**config.mk**
```make
export PLATFORM = sky130hd
export DESIGN_NAME = kf8237_transfer_sequencer
export DESIGN_NICKNAME = d
export VERILOG_FILES = /design/src/rtl/kf8237_transfer_sequencer_pkg.sv /design/src/rtl/kf8237_transfer_sequencer.sv
export SDC_FILE = /design/constraint.sdc
export NUM_CORES = 1
export LEC_CHECK = 0
export ABC_CLOCK_PERIOD_IN_PS = 4050
export CAP_MARGIN = 20
export CORE_UTILIZATION = 42
export CTS_BUF_LIST = sky130_fd_sc_hd__clkbuf_4 sky130_fd_sc_hd__clkbuf_8 sky130_fd_sc_hd__clkbuf_16
export DETAILED_ROUTE_END_ITERATION = 16
export HOLD_SLACK_MARGIN = 0.12
export PLACE_DENSITY = 0.92
export SLEW_MARGIN = 20
export SYNTH_ARGS = -nofsm -noshare
export SYNTH_HDL_FRONTEND = slang
export SYNTH_SLANG_ARGS = --single-unit
```
**constraint.sdc**
```tcl
create_clock -name clock -period 4.05 [get_ports clock]
set_input_delay 1.215 -clock clock [delete_from_list [all_inputs] [get_ports clock]]
set_output_delay 1.215 -clock clock [all_outputs]
set_load 0.01 [all_outputs]
```
**src/rtl/kf8237_transfer_sequencer_pkg.sv**
```systemverilog
//==============================================================================
// Module      : kf8237_transfer_sequencer_pkg
// Description : Shared types and helpers for the KF8237 transfer sequencer:
//               transfer-state enumeration, per-channel transfer mode codes,
//               one-hot/index channel conversion and mode-field extraction.
// Revision    : 1.0 - initial release
//==============================================================================
`default_nettype none

package kf8237_transfer_sequencer_pkg;

   // Transfer cycle states: idle, hold wait, S1..S3, ready wait, S4.
   typedef enum logic [2:0] {
      SI = 3'd0,
      S0 = 3'd1,
      S1 = 3'd2,
      S2 = 3'd3,
      S3 = 3'd4,
      SW = 3'd5,
      S4 = 3'd6
   } dma_state_t;

   // Per-channel transfer mode field encodings.
   localparam logic [1:0] DEMAND  = 2'b00;
   localparam logic [1:0] SINGLE  = 2'b01;
   localparam logic [1:0] BLOCK   = 2'b10;
   localparam logic [1:0] CASCADE = 2'b11;

   // One-hot channel to 2-bit index; the highest set bit wins, which never
   // matters for a well-formed one-hot input.
   function automatic logic [1:0] onehot_to_index(input logic [3:0] onehot);
      logic [1:0] idx;
      idx = 2'd0;
      for (int i = 0; i < 4; i++) begin
         if (onehot[i]) idx = i[1:0];
      end
      return idx;
   endfunction

   function automatic logic [3:0] index_to_onehot(input logic [1:0] idx);
      return 4'b0001 << idx;
   endfunction

   // Extract the 2-bit mode field of channel ch from the packed mode vector.
   function automatic logic [1:0] channel_mode(input logic [7:0] modes,
                                               input logic [1:0] ch);
      logic [1:0] m;
      case (ch)
         2'd0:    m = modes[1:0];
         2'd1:    m = modes[3:2];
         2'd2:    m = modes[5:4];
         default: m = modes[7:6];
      endcase
      return m;
   endfunction

endpackage

`default_nettype wire

```
**src/rtl/kf8237_transfer_sequencer.sv**
```systemverilog
//==============================================================================
// Module      : kf8237_transfer_sequencer
// Description : KF8237 DMA transfer sequencer. Accepts the one-hot winning
//               channel from the priority encoder, runs the HRQ/HLDA hold
//               handshake and the S1-S4 transfer cycle, and drives DACK, the
//               address/count advance strobe, internal EOP and the rotating
//               priority pointer. All registers update on the falling edge.
//
// Ports       : clock, reset (async, active-high), master_clear (sync clear)
//               encoded_dma[3:0]   one-hot winning request (0 = none)
//               dreq_active[3:0]   masked raw requests (demand/cascade hold)
//               transfer_mode[7:0] 2 bits/channel: 00 dem 01 sgl 10 blk 11 cas
//               hold_acknowledge, ready, terminal_count, external_eop
//               hold_request, dma_acknowledge_internal[3:0], advance_address,
//               end_of_process, dma_rotate[1:0], transfer_active
//
// Config      : KF8237_READY_WAIT_EN - when defined, ready is sampled in S3/SW
//               and ready=0 inserts SW wait states; otherwise ready is ignored.
// Revision    : 1.0 - initial release
//==============================================================================
`default_nettype none

module kf8237_transfer_sequencer
   import kf8237_transfer_sequencer_pkg::*;
(
   input  logic       clock,
   input  logic       reset,
   input  logic       master_clear,
   input  logic [3:0] encoded_dma,
   input  logic [3:0] dreq_active,
   input  logic [7:0] transfer_mode,
   input  logic       hold_acknowledge,
   input  logic       ready,
   input  logic       terminal_count,
   input  logic       external_eop,
   output logic       hold_request,
   output logic [3:0] dma_acknowledge_internal,
   output logic       advance_address,
   output logic       end_of_process,
   output logic [1:0] dma_rotate,
   output logic       transfer_active
);

   dma_state_t r_state;
   dma_state_t w_next;

   logic [1:0] r_channel;      // channel in service, latched at HLDA
   logic       r_eop_sticky;   // external EOP seen earlier in this transfer
   logic [1:0] r_rotate;

   logic [1:0] w_mode;
   logic       w_service;
   logic       w_last;
   logic       w_chan_req;

   assign w_mode     = channel_mode(transfer_mode, r_channel);
   assign w_chan_req = dreq_active[r_channel];
   assign w_service  = (r_state == S1) || (r_state == S2) || (r_state == S3) ||
                       (r_state == SW) || (r_state == S4);
   // In S4 an EOP request on the current clock counts as well as one
   // captured earlier in the transfer.
   assign w_last     = terminal_count | r_eop_sticky | external_eop;

`ifndef KF8237_READY_WAIT_EN
   logic w_unused_ready;
   assign w_unused_ready = ready;
`endif

   //---------------------------------------------------------------------------
   // State register
   //---------------------------------------------------------------------------
   always_ff @(negedge clock or posedge reset) begin
      if (reset) begin
         r_state <= SI;
      end else if (master_clear) begin
         r_state <= SI;
      end else begin
         r_state <= w_next;
      end
   end

   //---------------------------------------------------------------------------
   // Service channel, sticky EOP and rotate pointer
   //---------------------------------------------------------------------------
   always_ff @(negedge clock or posedge reset) begin
      if (reset) begin
         r_channel    <= 2'd0;
         r_eop_sticky <= 1'b0;
         r_rotate     <= 2'd0;
      end else if (master_clear) begin
         r_channel    <= 2'd0;
         r_eop_sticky <= 1'b0;
         r_rotate     <= 2'd0;
      end else begin
         if ((r_state == S0) && hold_acknowledge && (encoded_dma != 4'd0)) begin
            r_channel <= onehot_to_index(encoded_dma);
         end
         // Capture EOP up to S4; S4 consumes it directly, so clear there.
         if (w_service && (r_state != S4)) begin
            r_eop_sticky <= r_eop_sticky | external_eop;
         end else begin
            r_eop_sticky <= 1'b0;
         end
         // Serviced channel drops to lowest priority on return to idle.
         if (w_service && (w_next == SI)) begin
            r_rotate <= r_channel + 2'd1;
         end
      end
   end

   //---------------------------------------------------------------------------
   // Next-state logic
   //---------------------------------------------------------------------------
   always_comb begin
      w_next = r_state;
      case (r_state)
         SI: begin
            if (encoded_dma != 4'd0) w_next = S0;
         end
         S0: begin
            if (hold_acknowledge) begin
               w_next = (encoded_dma != 4'd0) ? S1 : SI;
            end
         end
         S1: begin
            if (w_mode == CASCADE) begin
               w_next = w_chan_req ? S1 : SI;
            end else begin
               w_next = S2;
            end
         end
         S2: w_next = S3;
`ifdef KF8237_READY_WAIT_EN
         S3: w_next = ready ? S4 : SW;
         SW: w_next = ready ? S4 : SW;
`else
         S3: w_next = S4;
         SW: w_next = S4;
`endif
         S4: begin
            if (w_last) begin
               w_next = SI;
            end else begin
               case (w_mode)
                  BLOCK:   w_next = S1;
                  DEMAND:  w_next = w_chan_req ? S1 : SI;
                  default: w_next = SI;
               endcase
            end
         end
         default: w_next = SI;
      endcase
   end

   //---------------------------------------------------------------------------
   // Output decode
   //---------------------------------------------------------------------------
   always_comb begin
      hold_request             = 1'b0;
      dma_acknowledge_internal = 4'd0;
      advance_address          = 1'b0;
      end_of_process           = 1'b0;
      transfer_active          = 1'b0;
      case (r_state)
         S0: hold_request = 1'b1;
         S1, S2, S3, SW: begin
            hold_request             = 1'b1;
            transfer_active          = 1'b1;
            dma_acknowledge_internal = index_to_onehot(r_channel);
         end
         S4: begin
            hold_request             = 1'b1;
            transfer_active          = 1'b1;
            dma_acknowledge_internal = index_to_onehot(r_channel);
            advance_address          = 1'b1;
            end_of_process           = w_last;
         end
         default: ;
      endcase
   end

   assign dma_rotate = r_rotate;

endmodule

`default_nettype wire
```
==> run summary, run 1 <==
outcome = aborted with a tool error
Fail Step = global routing
Error = [ERROR DPL-0038] Utilization greater than 100%, impossible to legalize
Post-synth EDFFs = 0
syn avg cell area = 8.34 um2
Yosys cell types = 33
GPL Wtd Cong = 0.827
largest net degree at the start of global routing = 9
Area contributors post-synth = dfrtn_1 (30%), ha_1 (9.3%), nor2_1 (5.6%), a21oi_1 (3.7%), and2_1 (3.7%)
Port-buffer cells = 31
YS warnings = 0
Post-Synth Adder-Cell Area = 0.0926
Initial Utilization = 0.449
CTS Sinks = 8
Mapped Nets = 109
Site Rows = 14
Simple-Gate Fraction of Synth Area = 0.285
Seq/Total Area, Yosys = 0.296
Worst Endpoint after GRT Repair = end_of_process
cell taking the most area after synthesis = dfrtn_1
largest family of logic cells by synthesized area = simple AND/OR/NAND/NOR gates
Most used DFF post-synth = dfrtn_1
Post-Synth XOR/XNOR Area = 0.0130
mux contribution to synthesized area = 0.0481
number of synthesized register bits = 8
share of the synthesized area in the top cell type = 0.296
CTS root buffer = clkbuf_4
# IOs = 33
Synth Cell Area = 676 um2
Worst EP kind = primary output
die height = 42.1 um
asr flop ratio synth = 1.00
Post-Synthesis Cells = 81
post-synthesis compound-gate area fraction = 0.209
H-tree depth = 1
cts hold-fix bufs = 0
TritonCTS Buffers = 3
Die X = 42.1 um
Clock Tree Buf Depth = 2
Detail Placement HPWL = 1.87 mm
[synthesized netlist by cell type (2+ instances only)]
library cell and instances:
a211oi_1 2, a21oi_1 5, a222oi_1 2, a32o_1 2
and2_1 4, clkbuf_1 3, dfrtn_1 8, ha_1 5
inv_1 6, nand2_1 3, nand3b_1 3, nor2_1 10
nor2b_1 3, nor3_1 5, or3_1 2
[repair_timing]
item	CTS
gates resized for setup	120
buffers inserted	20
endpoints found under the hold margin	0
endpoints found under the setup margin	16
pin swaps	27
[through the flow]
step / std cells / util / hold WS, ns / setup WS (ns) / area [um2]
2_1_floorplan: 81 / - / 0.493 / -0.528 / 741
3_3_place_gp: 148 / 0.806 / 0.438 / -1.04 / 1210
3_5_place_dp: 148 / 0.806 / 0.453 / -1.10 / 1210
4_1_cts: 169 / 0.971 / 0.445 / -0.546 / 1460
[cells by family after synthesis]
logic type	count (synthesis)
DFF	8
and+or+nand+nor	36
buffers and inverters	10
adders and majority gates	5
muxes	2
AOI/OAI and AO/OA	19
xor gates and xnor gates	1
==> inputs of run 2 (changes only) <==
Settings changed: CORE_AREA set to 2 2 63 65, CORE_UTILIZATION 42 to unset, CTS_BUF_LIST sky130_fd_sc_hd__clkbuf_4 sky130_fd_sc_hd__clkbuf_8 sky130_fd_sc_hd__clkbuf_16 to unset, DIE_AREA set to 0 0 65 67, HOLD_SLACK_MARGIN 0.12 to unset, PLACE_DENSITY 0.92 to unset, PLACE_DENSITY_LB_ADDON set to 0.15.
==> run 2 against run 1 <==
The flow now finishes, with violations (setup timing). Synthesized area unchanged. Synthesized cell count unchanged.
==> run summary, run 2 <==
Seq/Total Area, Yosys = 0.296
ANT cells = 0
WHS Path Cells = 1
cts hold-fix bufs = 0
Core Area = 3610 um2
leading cell type by number of instances after synthesis = nor2_1
final setup fails = 14
Synth Cell Area = 676 um2
Max Slew Vio Count = 0
Crit Path Max Fanout = 5
RSZ-0062 raised after global routing = yes
layout cells sized above 1 = 0.627
share of the synthesized area in the top cell type = 0.296
Post-synth EDFFs = 0
GR Layer Usage met1 = 0.140
CP Capture Type = output port
CTS root buffer = clkbuf_8
CP startpoint = r_state[1]$_DFF_NP0_
Post-Layout Cell Count = 201
synth-to-layout area growth = 121%
Routed Antenna Nets = 0
max reg flops = 3
Worst Hold Path EP = dma_rotate[1]$_DFFE_NP0P_
Port-buffer cells = 31
Nets = 183
met3 GRT Util = 0.0253
most flop-heavy register = r_state
met2 global-route usage = 0.179
die height = 67 um
CP cell instances = and3_4, nor2_4, buf_6, and2_4, buf_6
Hold Path Class = register to register
reg2reg start = r_channel[1]$_DFFE_NP0P_
share of total power in sequential cells = 0.229
Total GRT Usage = 0.105
area of the multi-input gates = 584 um2
Die X = 65 um
number of global-route vias before repair = 853
GR peak layer = met2
clock share of power = 0.223
Synth top cells by count = nor2_1 (10), dfrtn_1 (8), inv_1 (6)
cell total after placement = 184
Net Sw Power = 0.000138 W
Startpoint Class = register
failing checks = setup timing
via count = 851
most used cell, CP = buf_6
asr flop ratio synth = 1.00
Area contributors post-synth = dfrtn_1 (30%), ha_1 (9.3%), nor2_1 (5.6%), a21oi_1 (3.7%), and2_1 (3.7%)
fill cell count = 375
Lkg Pwr = 0.732 nW
Pint = 0.000295 W
initial antenna violation count = 0
CTS clk-pin slew, worst paths = 0.03 ns
Worst Reg-to-Reg Cells = 10
outcome = finished with violations
later-pin clock latency in the skew report = 0.25 ns
DRT Wirelength = 2.17 mm
TritonCTS Buffers = 3
# IOs = 33
Site Rows = 22
Vias per Instance = 4.23
YS warnings = 0
total gr overflow = 0
first-pass GRT wire length = 3.62 mm
DR iter-0 viols = 19
Slew HR = 0.723
largest net degree at the start of global routing = 9
Critical Path AT = 3.42 ns
Place WS = -1.10 ns
cell taking the most area after synthesis = dfrtn_1
CTS Sinks = 8
GPL Wtd Cong = 0.723
family with the most delay on the worst path = flip-flops
cell with the largest stage delay on the worst path = dfrtn_1
most frequent cells in the layout = buf_4 (38), buf_6 (15), buf_2 (10)
first-pass iteration count of the detailed router = 4
worst setup path category = register to output port
Reg-to-Reg End = dma_rotate[0]$_DFFE_NP0P_
commonest non-fill, non-tap cell in the layout = buf_4
final clock skew = 0.00407 ns
Most used DFF post-synth = dfrtn_1
Post-Synthesis Cells = 81
syn avg cell area = 8.34 um2
max-cap viol count = 0
die area = 4360 um2
Final Power = 0.000433 W
CTS tree = done
PwrDens = 290 nW/um2
HP Start = dma_rotate[1]$_DFFE_NP0P_
Worst Hold Slack = 0.443 ns
switching share of total power = 0.319
CP Buf/Inv Count = 2
Comb power frac = 0.548
H-tree depth = 1
final worst slack = -0.584 ns
worst slew pin tran = 0.415 ns
required time worst endpoint = 2.83 ns
Initial Utilization = 0.187
number of synthesized register bits = 8
DRC = 0
Detail Placement HPWL = 1.72 mm
Yosys cell types = 33
Fin Setup TNS = -5.71 ns
Mapped Nets = 109
wire per inst = 10.8 um
Final Hold Fails = 0
Peak VDD IR = 0.165 mV
CP peak stage delay = 0.48 ns
worst reg2reg setup slack = 1.63 ns
Clock Tree Buf Depth = 2
register area = 200 um2
run 2: per-stage QoR:
step | util | area, um2
final | 0.415 | 1500
after global routing | 0.415 | 1500
after CTS | 0.400 | 1440
after detailed placement | 0.356 | 1280
after global placement | 0.356 | 1280
after floorplan | - | 741
run 2: final cells by class:
class	instances	area share
timing repair buffer	73	0.393
multi-input combinational	63	0.390
sequential	8	0.134
tap	48	0.0401
clock buffer	3	0.0276
inverter	6	0.0151
run 2: timing repair:
action,CTS,global route
gates resized for setup,116,12
hold endpoints to repair,0,0
pin swaps,21,12
setup endpoints to repair,16,15
gates cloned,0,0
setup buffers,11,6
run 2: worst max-delay path by stage:
stage,end,slack [ns],cells after the start
floorplan,dma_rotate[0]$_DFFE_NP0P_,-0.53,5
global placement,dma_rotate[1]$_DFFE_NP0P_,-1.08,6
detailed placement,dma_rotate[0]$_DFFE_NP0P_,-1.10,6
CTS,dma_acknowledge_internal[0],-0.59,5
global route,end_of_process,-0.64,5
finish,dma_acknowledge_internal[0],-0.58,5
run 2: logic make-up after synthesis:
group | synth area share
mux | 0.0481
fa+ha+maj | 0.0926
flops | 0.296
buf+inv | 0.0555
xor+xnor | 0.0130
simple gates | 0.285
compound gates | 0.209
run 2: power groups by stage:
stage	Combinational, W	Sequential (W)	Clock (W)
CTS	0.000228	0.0000992	0.000100
global placement	0.000189	0.000101	0
detailed placement	0.000190	0.000101	0
global route	0.000258	0.000101	0.000103
finish	0.000238	0.0000993	0.0000965
floorplan	0.0000960	0.0000962	0
run 2: routing by layer:
metal	up-vias	routed length, um
li1	437	-
met1	393	1090
met2	21	984
met3	0	98
met4	0	0
met5	-	0
(Power assumes the default switching activity.)
==> inputs of run 3 (changes only) <==
Settings changed: GPL_TIMING_DRIVEN set to 0.
==> run 3 against run 2 <==
The run still ends with setup timing left. Final cell count decreased by 8.0%. Clock skew hardly changed. Wire length is 1.3% higher. Sequential share of layout area grew 1.1 points. Die area unchanged. Cell area fell by 7.7%. Sequential cell count unchanged. Critical path type unchanged. Critical endpoint is now dma_acknowledge_internal[2]. Largest cell class is now multi-input combinational cells. Largest power group unchanged.
==> run summary, run 3 (synthesized netlist as in run 2, its figures left out) <==
outcome = finished with violations
failing checks = setup timing
Final Hold Fails = 0
worst reg2reg setup slack = 1.77 ns
number of global-route vias before repair = 881
Routed Antenna Nets = 0
later-pin clock latency in the skew report = 0.25 ns
Port-buffer cells = 30
first-pass GRT wire length = 3.82 mm
RSZ-0062 raised after global routing = yes
ANT cells = 0
PwrDens = 308 nW/um2
most frequent cells in the layout = buf_4 (17), buf_6 (15), dfrtn_1 (8), buf_2 (8), nor2_1 (6)
first-pass iteration count of the detailed router = 6
fill cell count = 390
die height = 67 um
Detail Placement HPWL = 1.57 mm
final worst slack = -0.622 ns
Comb power frac = 0.549
Hold Path Class = register to register
Total GRT Usage = 0.113
Clock Tree Buf Depth = 2
share of total power in sequential cells = 0.228
Lkg Pwr = 0.664 nW
clock share of power = 0.223
# IOs = 33
CTS root buffer = clkbuf_8
final clock skew = 0.00381 ns
design area = 1380 um2
GPL Wtd Cong = 0.708
commonest non-fill, non-tap cell in the layout = buf_4
H-tree depth = 1
CTS Sinks = 8
DR iter-0 viols = 29
CTS clk-pin slew, worst paths = 0.03 ns
Peak VDD IR = 0.195 mV
worst slew pin tran = 0.522 ns
cell total after placement = 159
DRT Wirelength = 2.20 mm
initial antenna violation count = 0
Die X = 65 um
max reg flops = 3
Net Sw Power = 0.000134 W
max-cap viol count = 0
Pint = 0.000291 W
Core Area = 3610 um2
Slew HR = 0.652
Initial Utilization = 0.187
synth-to-layout area growth = 104%
Nets = 167
Post-DP Area = 1100 um2
CTS tree = done
Critical Path AT = 3.46 ns
Site Rows = 22
largest net degree at the start of global routing = 10
switching share of total power = 0.316
final setup fails = 13
die area = 4360 um2
layout cells sized above 1 = 0.562
TritonCTS Buffers = 3
DRC = 0
via count = 832
wire per inst = 11.9 um
Crit Path Max Fanout = 4
worst setup path category = register to output port
Post-Layout Cell Count = 185
required time worst endpoint = 2.83 ns
Startpoint Class = register
CP Capture Type = output port
Vias per Instance = 4.50
total gr overflow = 0
most flop-heavy register = r_state
Max Slew Vio Count = 0
==> run 3: stage by stage <==
stage / util / total power [W] / setup slack, ns / hold WS, ns / TNS, ns
2_1_floorplan: - / 0.000192 / -0.528 / 0.493 / -2.60
3_3_place_gp: 0.305 / 0.000251 / -1.16 / 0.452 / -10.62
3_5_place_dp: 0.305 / 0.000252 / -1.17 / 0.449 / -10.70
4_1_cts: 0.368 / 0.000418 / -0.644 / 0.449 / -6.33
5_1_grt: 0.383 / 0.000456 / -0.662 / 0.476 / -6.76
6_report: 0.383 / 0.000426 / -0.622 / 0.447 / -5.99
==> run 3: final cells by class <==
| type | instances | area (um2) | share of cell area |
|---|---|---|---|
| Clock buffer | 3 | 41.3 | 0.0299 |
| Multi-Input combinational cell | 63 | 567 | 0.410 |
| Buffer | 4 | 46.3 | 0.0335 |
| Inverter | 6 | 22.5 | 0.0163 |
| Sequential cell | 8 | 200 | 0.145 |
| Timing Repair Buffer | 53 | 444 | 0.322 |
| Tap cell | 48 | 60.1 | 0.0435 |
==> run 3: layer usage <==
metal | routed length (um) | track usage | up-vias
met1 | 1000 | 0.141 | 392
li1 | - | - | 412
met5 | 0 | 0 | -
met4 | 18 | 0.0293 | 0
met3 | 123 | 0.0304 | 4
met2 | 1050 | 0.192 | 24
==> run 3: final timing paths <==
kind / from / endpoint / cells past startpoint
worst max-delay path: r_state[2]$_DFF_NP0_ / dma_acknowledge_internal[2] / 6
worst min-delay path: dma_rotate[0]$_DFFE_NP0P_ / dma_rotate[0]$_DFFE_NP0P_ / 1
worst max register to register: r_channel[1]$_DFFE_NP0P_ / dma_rotate[1]$_DFFE_NP0P_ / 8
worst min register to register: dma_rotate[0]$_DFFE_NP0P_ / dma_rotate[0]$_DFFE_NP0P_ / 1
max in group asynchronous: reset / r_channel[0]$_DFFE_NP0P_ / 2
min in group asynchronous: reset / dma_rotate[1]$_DFFE_NP0P_ / 2
==> run 3: timing repair <==
action | 4_1_cts | 5_1_grt
endpoints found under the setup margin | 16 | 15
endpoints found under the hold margin | 0 | 0
hold buffers | 0 | 0
pin swaps | 17 | 17
setup buffers | 21 | 4
gates resized for setup | 103 | 20
==> run 3: critical path, stage by stage, from the launching register on <==
cell and delay (ns):
dfrtn_1 0.41, clkbuf_8 0.15, and3_4 0.21, nor2_4 0.05, buf_6 0.12, and2_4 0.15
buf_6 0.11
==> run 3: power by group through the flow <==
stage,Sequential [W],Combinational [W],Clock (W)
floorplan,0.0000962,0.0000960,0
global placement,0.0000982,0.000153,0
detailed placement,0.0000983,0.000154,0
CTS,0.0000961,0.000222,0.0000999
global route,0.0000979,0.000253,0.000104
finish,0.0000969,0.000234,0.0000951
==> inputs of run 4 (changes only) <==
Settings changed: RECOVER_POWER set to 25.
==> run 4 against run 3 <==
The flow still finishes with violations (setup timing). Critical path type unchanged. Clock skew did not move. Via count stayed put. Power hardly changed. Cell area unchanged. Clock power barely moved. Combinational power about the same. Critical endpoint unchanged.
==> run summary, run 4 (synthesized netlist as in run 2, its figures left out) <==
reg2reg start = r_channel[1]$_DFFE_NP0P_
Worst Hold Path EP = dma_rotate[0]$_DFFE_NP0P_
die height = 67 um
number of global-route vias before repair = 881
clock share of power = 0.224
initial antenna violation count = 0
die area = 4360 um2
first-pass iteration count of the detailed router = 6
ANT cells = 0
failing checks = setup timing
Peak VDD IR = 0.195 mV
commonest non-fill, non-tap cell in the layout = buf_4
DRT Wirelength = 2.20 mm
Crit Path Max Fanout = 4
Site Rows = 22
most flop-heavy register = r_state
Lkg Pwr = 0.664 nW
cts hold-fix bufs = 0
GPL Wtd Cong = 0.708
H-tree depth = 1
CTS Sinks = 8
RSZ-0062 raised after global routing = yes
outcome = finished with violations
Worst Reg-to-Reg Cells = 8
max reg flops = 3
Detail Placement HPWL = 1.57 mm
worst setup path category = register to output port
Total GRT Usage = 0.113
CTS clk-pin slew, worst paths = 0.03 ns
Hold Path Class = register to register
HP Start = dma_rotate[0]$_DFFE_NP0P_
Max Slew Vio Count = 0
later-pin clock latency in the skew report = 0.25 ns
CTS root buffer = clkbuf_8
Critical Path AT = 3.46 ns
switching share of total power = 0.316
Slew HR = 0.652
final worst slack = -0.622 ns
Clock Tree Buf Depth = 2
largest net degree at the start of global routing = 10
Net Sw Power = 0.000134 W
Post-DP Area = 1100 um2
PwrDens = 308 nW/um2
design area = 1380 um2
Comb power frac = 0.549
synth-to-layout area growth = 104%
TritonCTS Buffers = 3
Core Area = 3610 um2
Startpoint Class = register
first-pass GRT wire length = 3.82 mm
via count = 832
share of total power in sequential cells = 0.228
Die X = 65 um
final clock skew = 0.00381 ns
Port-buffer cells = 30
DR iter-0 viols = 29
fill cell count = 390
post-layout util = 0.383
CP Capture Type = output port
CTS tree = done
WHS Path Cells = 1
DRC = 0
Vias per Instance = 4.50
most frequent cells in the layout = buf_4 (17), buf_6 (15), dfrtn_1 (8), buf_2 (8), nor2_1 (6)
Worst Hold Slack = 0.447 ns
wire per inst = 11.9 um
required time worst endpoint = 2.83 ns
worst reg2reg setup slack = 1.77 ns
Initial Utilization = 0.187
Routed Antenna Nets = 0
Nets = 167
layout cells sized above 1 = 0.562
Reg-to-Reg End = dma_rotate[1]$_DFFE_NP0P_
Pint = 0.000291 W
worst slew pin tran = 0.522 ns
register area = 200 um2
area of the multi-input gates = 567 um2
final setup fails = 13
Final Hold Fails = 0
max-cap viol count = 0
# IOs = 33
total gr overflow = 0
==> run 4: cell types whose count changed in the layout (fill, tap and decap cells not counted) <==
cell,change
clkdlybuf4s50_1,-1
dlygate4sd3_1,+1
==> run 4: power groups by stage <==
stage               Combinational (W)  Clock (W)  Sequential, W
global placement             0.000153          0      0.0000982
floorplan                   0.0000960          0      0.0000962
detailed placement           0.000154          0      0.0000983
CTS                          0.000222  0.0000999      0.0000961
global route                 0.000253   0.000104      0.0000979
finish                       0.000233  0.0000951      0.0000969
==> run 4: repair_timing <==
| item | in CTS | in global routing |
|---|---|---|
| pin swaps | 17 | 17 |
| endpoints found under the setup margin | 16 | 15 |
| setup buffers | 21 | 4 |
| resized for setup | 103 | 20 |
| gates cloned | 0 | 0 |
==> run 4: worst max-delay path by stage <==
stage / cells after the start / slack [ns] / startpoint / endpoint
after floorplan: 5 / -0.53 / transfer_mode[3] / dma_rotate[0]$_DFFE_NP0P_
after global placement: 6 / -1.16 / transfer_mode[2] / dma_rotate[0]$_DFFE_NP0P_
after detailed placement: 6 / -1.17 / transfer_mode[2] / dma_rotate[1]$_DFFE_NP0P_
after CTS: 6 / -0.64 / terminal_count / dma_rotate[1]$_DFFE_NP0P_
after global routing: 6 / -0.66 / r_state[1]$_DFF_NP0_ / dma_acknowledge_internal[2]
final: 6 / -0.62 / r_state[2]$_DFF_NP0_ / dma_acknowledge_internal[2]
==> run 4: layout make-up <==
type                       instances  share of cell area
timing repair buffer              53               0.322
multi-input combinational         63               0.410
tap                               48              0.0435
inverter                           6              0.0163
clock buffer                       3              0.0299
buffer                             4              0.0335
sequential                         8               0.145
==> run 4: metrics by stage <==
stage / worst slack (ns) / setup TNS (ns) / power (W) / instances
after CTS: -0.644 / -6.33 / 0.000418 / 181
after global placement: -1.16 / -10.62 / 0.000251 / 159
final: -0.622 / -5.99 / 0.000425 / 185
after global routing: -0.662 / -6.76 / 0.000455 / 185
after detailed placement: -1.17 / -10.70 / 0.000252 / 159
after floorplan: -0.528 / -2.60 / 0.000192 / 81
==> run 4: worst max-delay path, stage by stage (launching register included) <==
cell and delay [ns]:
dfrtn_1 0.41, clkbuf_8 0.15, and3_4 0.21, nor2_4 0.05
buf_6 0.12, and2_4 0.15, buf_6 0.11
==> run 4: metal layers <==
| metal | track usage | vias up | share of wire |
|---|---|---|---|
| met5 | 0 | - | 0 |
| met3 | 0.0304 | 4 | 0.056 |
| met2 | 0.192 | 24 | 0.48 |
| met1 | 0.141 | 392 | 0.46 |
| li1 | - | 412 | - |
| met4 | 0.0293 | 0 | 0.0082 |
==> patch 1 (config.mk and constraints of run 2) <==
Build with the macro `KF8237_READY_WAIT_EN` defined.
--- a/src/rtl/kf8237_transfer_sequencer.sv
+++ b/src/rtl/kf8237_transfer_sequencer.sv
@@ -19,6 +19,8 @@
 // Revision    : 1.0 - initial release
 //==============================================================================
 `default_nettype none
+
+`define KF8237_READY_WAIT_EN
 
 module kf8237_transfer_sequencer
    import kf8237_transfer_sequencer_pkg::*;
Check against the original RTL: not equivalent (a bounded check fails within 10 cycles, from zero or initial values and one cycle with reset high).
==> patch 1 against run 2 <==
- critical path depth unchanged
- utilization up 1.0 points
- total power down 6.8%
- final area up 2.4%
- worst setup slack worse by 32 ps
- wire length up 4.3%
- area after synthesis up 1.5%
- the flow still finishes with violations (negative setup slack)
- clock skew down 3.3 ps
- sequential cell count unchanged
- combinational power down 8.8%
==> patch 1: results (changes against run 2) <==
status: "finished, violations left"  # unchanged
violations: "negative setup slack"  # unchanged
dpl.hpwl_mm: 1.75  # was 1.72 mm
async_flop_share_pct: 100  # unchanged
min_path_type: "flip-flop to flip-flop"  # unchanged
grt_pass1_wl_mm: 3.68  # was 3.62 mm
ys_warn_count: 0  # unchanged
cts_max_level: 1  # unchanged
routabilityCongestion: 0.756  # was 0.723
vdd_drop_max_mv: 0.109  # was 0.165 mV
crit_arrival_ps: 2730  # was 3420 ps
slowest_stage: "mux4_2"  # was dfrtn_1
cp_top_family: "multiplexers"  # was flip-flops
placed_cell_area_sq_um: 1260  # was 1280 sq um
avgViaCountPerCell: 4.14  # was 4.23
hp-start: "r_eop_sticky$_DFF_NP0_"  # was dma_rotate[1]$_DFFE_NP0P_
regMostFlops: "r_state"  # unchanged
ys.flop_type: "dfrtn_1"  # unchanged
crit_start: "dreq_active[3]"  # was r_state[1]$_DFF_NP0_
ctsRootBufferMaster: "clkbuf_8"  # unchanged
numCtsBuffers: 3  # unchanged
finalSetupTns_ps: -5270  # was -5710 ps
finalSetupViolCount: 11  # was 14
synth_cell_types: 28  # was 33
fill_cells: 365  # was 375
port-buffer-count: 32  # was 31
syn-num-nets: 107  # was 109
finalWirelength_mm: 2.26  # was 2.17 mm
grt_pass1_vias: 841  # was 853
synth_area_leaders: "dfrtn_1 (29%), ha_1 (9.1%), nor2_1 (6.6%)"  # was dfrtn_1 (30%), ha_1 (9.3%), nor2_1 (5.6%)
worst_slack_ps: -616  # was -584 ps
largest_reg_flops: 3  # unchanged
power.leakage_nw: 0.716  # was 0.732 nW
first_pass_iters: 2  # was 4
synth_seq_area_share_pct: 29.2  # was 29.6%
first_iter_violations: 15  # was 19
crit_fanout: 2  # was 5
slew_headroom_pct: 79.9  # was 72.3%
reg2reg_slack_ps: 1710  # was 1630 ps
pre_cts_ws_ps: -1260  # was -1100 ps
reg2reg_from: "r_channel[0]$_DFFE_NP0P_"  # was r_channel[1]$_DFFE_NP0P_
endpoint: "dma_rotate[0]$_DFFE_NP0P_"  # was dma_acknowledge_internal[0]
track_usage_pct: 11.0  # was 10.5%
fin_skew_ps: 0.756  # was 4.07 ps
drive_gt1_share_pct: 59.6  # was 62.7%
final_nets: 181  # was 183
synth_commonest_cells: "nor2_1 (12), a21oi_1 (8), dfrtn_1 (8)"  # was nor2_1 (10), dfrtn_1 (8), inv_1 (6)
rr_worst_depth: 6  # was 10
grt_max_degree: 9  # unchanged
## patch 1: kinds of logic after synthesis
logic type      Yosys count  synth area share, %
mux                       5                 10.0
xor+xnor                  1                 1.28
simple gates             37                 28.3
compound gates           16                 18.1
flops                     8                 29.2
fa+ha+maj                 5                 9.12
buf+inv                   7                 4.01
## patch 1: worst min path at each step
stage               slack (ps)  depth (start not counted)                endpoint
floorplan                  510                          2  r_eop_sticky$_DFF_NP0_
global placement           530                          2  r_eop_sticky$_DFF_NP0_
detailed placement         570                          2  r_eop_sticky$_DFF_NP0_
CTS                        570                          2  r_eop_sticky$_DFF_NP0_
global route               600                          2  r_eop_sticky$_DFF_NP0_
finish                     560                          2  r_eop_sticky$_DFF_NP0_
## patch 1: through the flow
stage          cells  util [%]
2_1_floorplan     79         -
3_3_place_gp     176      34.9
3_5_place_dp     176      34.9
4_1_cts          193      39.7
5_1_grt          199      42.5
6_report         199      42.5
## patch 1: routing by layer
layer	global-route usage, %	share of wire (%)
met5	0	0
met4	1.60	0
met3	3.21	3.5
met2	21.5	54
met1	11.9	42
## patch 1: area by class of cell
| cell class | instances | area (sq um) | area share [%] |
|---|---|---|---|
| Timing Repair Buffer | 72 | 639 | 41.7 |
| Clock buffer | 3 | 41.3 | 2.69 |
| Multi-Input combinational cell | 64 | 577 | 37.6 |
| Sequential cell | 8 | 200 | 13.1 |
| Tap cell | 48 | 60.1 | 3.92 |
| Inverter | 4 | 15.0 | 0.980 |
## patch 1: repair_timing
item	4_1_cts	5_1_grt
setup buffers	14	7
gates resized for setup	102	12
endpoints found under the setup margin	16	14
endpoints found under the hold margin	0	0
cloned	0	0
pin swaps	16	8
## patch 1: worst register-to-register path, stage by stage, from the launching register on
cell,delay [ps]
dfrtn_1,440
buf_4,120
buf_4,140
mux4_2,530
a221o_1,380
a2111oi_4,250
mux2_4,330
## patch 1: where the power goes
part	internal [mW]	total [mW]	switching, mW
Combinational	0.128	0.217	0.0893
Clock	0.0641	0.0926	0.0285
Sequential	0.0885	0.0946	0.00612
Total	0.280	0.404	0.124
==> patch 2 (flow settings as in run 2) <==
Made on the original files. The 7 states of `dma_state_t` get a one-hot encoding in 7 bits.
--- a/src/rtl/kf8237_transfer_sequencer_pkg.sv
+++ b/src/rtl/kf8237_transfer_sequencer_pkg.sv
@@ -10,14 +10,14 @@
 package kf8237_transfer_sequencer_pkg;
 
    // Transfer cycle states: idle, hold wait, S1..S3, ready wait, S4.
-   typedef enum logic [2:0] {
-      SI = 3'd0,
-      S0 = 3'd1,
-      S1 = 3'd2,
-      S2 = 3'd3,
-      S3 = 3'd4,
-      SW = 3'd5,
-      S4 = 3'd6
+   typedef enum logic [6:0] {
+      SI = 7'b0000001,
+      S0 = 7'b0000010,
+      S1 = 7'b0000100,
+      S2 = 7'b0001000,
+      S3 = 7'b0010000,
+      SW = 7'b0100000,
+      S4 = 7'b1000000
    } dma_state_t;
 
    // Per-channel transfer mode field encodings.
Behaviour: same outputs for any inputs over 10 cycles, from zero or initial values and one cycle with reset high; not proved beyond that.
==> patch 2 against run 2 <==
- the run still ends with negative setup slack left
- total power down 19%
- sequential cell count up 4
- worst setup slack worse by 400 ps
- global-route usage up 3.8 points
- wire length up 37%
- final area up 21%
- area after synthesis up 38%
- final cell count up 16%
- first-iteration DRC count up 53%
- critical path type unchanged
- critical endpoint is now dma_acknowledge_internal[2]
- largest cell class is now multi-input gates
==> patch 2: results (changes against run 2) <==
status: "finished, violations left"  # unchanged
violations: "negative setup slack"  # unchanged
crit_arrival_ps: 3820  # was 3420 ps
clock_area_share_pct: 2.68  # was 2.76%
first_pass_iters: 7  # was 4
worst_slack_ps: -984  # was -584 ps
synth_seq_area_share_pct: 32.4  # was 29.6%
placed_cell_area_sq_um: 1620  # was 1280 sq um
final_nets: 214  # was 183
syn-num-nets: 127  # was 109
synth_area_leaders: "dfrtn_1 (30%), ha_1 (6.7%), nor2_1 (4.4%)"  # was dfrtn_1 (30%), ha_1 (9.3%), nor2_1 (5.6%)
layout.nonclk_buf_share_pct: 37.6  # was 39.3%
finalSetupTns_ps: -8800  # was -5710 ps
inverters: 7  # was 6
powerDensity_nw_per_um2: 193  # was 290 nW/um^2
muxShareOfSynthArea_pct: 8.20  # was 4.81%
whs_ps: 515  # was 443 ps
drive_gt1_share_pct: 58.9  # was 62.7%
fin_skew_ps: 44.5  # was 4.07 ps
multi_input_gates: 77  # was 63
power.total_mw: 0.352  # was 0.433 mW
regArea_sq_um: 302  # was 200 sq um
switching_share_pct: 27.0  # was 31.9%
vias: 1057  # was 851
ys_seq_elements: 12  # was 8
rr_worst_depth: 8  # was 10
dpl.hpwl_mm: 2.28  # was 1.72 mm
finalSetupViolCount: 13  # was 14
routabilityCongestion: 0.751  # was 0.723
synth_cell_types: 42  # was 33
synth-xor-area-share_pct: 0.941  # was 1.30%
slowest_stage: "or4_4"  # was dfrtn_1
hold_depth: 2  # was 1
synth_cells: 99  # was 81
syn_avg_cell_area_sq_um: 9.40  # was 8.34 sq um
layout.cells.non_filler: 233  # was 201
grt_pass1_wl_mm: 4.84  # was 3.62 mm
finalWirelength_mm: 2.98  # was 2.17 mm
largest_reg_flops: 7  # was 3
synth_commonest_cells: "dfrtn_1 (11), nor2_1 (11), inv_1 (8)"  # was nor2_1 (10), dfrtn_1 (8), inv_1 (6)
comb_cell_power_mw: 0.107  # was 0.238 mW
yosys.area_share.adder_pct: 6.72  # was 9.26%
cp_top_family: "simple AND/OR/NAND/NOR gates"  # was flip-flops
synth-compound-area-share_pct: 14.4  # was 20.9%
fill_cells: 333  # was 375
vdd_drop_max_mv: 0.159  # was 0.165 mV
clkLatencyLatePin_ps: 300  # was 250 ps
pre_cts_ws_ps: -1140  # was -1100 ps
p_seq_mw: 0.127  # was 0.0993 mW
nClkBuffers: 4  # was 3
reg2reg_slack_ps: 1680  # was 1630 ps
[patch 2: what timing repair did]
action	4_1_cts	5_1_grt
gates resized for setup	88	32
pin swaps	12	17
endpoints found under the setup margin	20	17
buffers inserted	10	10
endpoints found under the hold margin	0	0
[patch 2: metal layers]
metal | wire length, um | global-route usage [%]
met1 | 1230 | 15.7
met2 | 1600 | 28.5
met3 | 117 | 1.52
met4 | 30 | 4.79
met5 | 0 | 0
[patch 2: worst max path at each step]
stage / from / slack [ps] / end / cells after the start
global route: r_state[5]$_DFF_NP0_ / -1100 / dma_acknowledge_internal[2] / 7
detailed placement: transfer_mode[3] / -1140 / dma_rotate[0]$_DFFE_NP0P_ / 7
global placement: transfer_mode[3] / -1090 / dma_rotate[0]$_DFFE_NP0P_ / 7
floorplan: r_state[4]$_DFF_NP0_ / -580 / dma_acknowledge_internal[0] / 4
CTS: r_state[4]$_DFF_NP0_ / -990 / dma_acknowledge_internal[2] / 6
finish: r_state[4]$_DFF_NP0_ / -980 / dma_acknowledge_internal[2] / 6
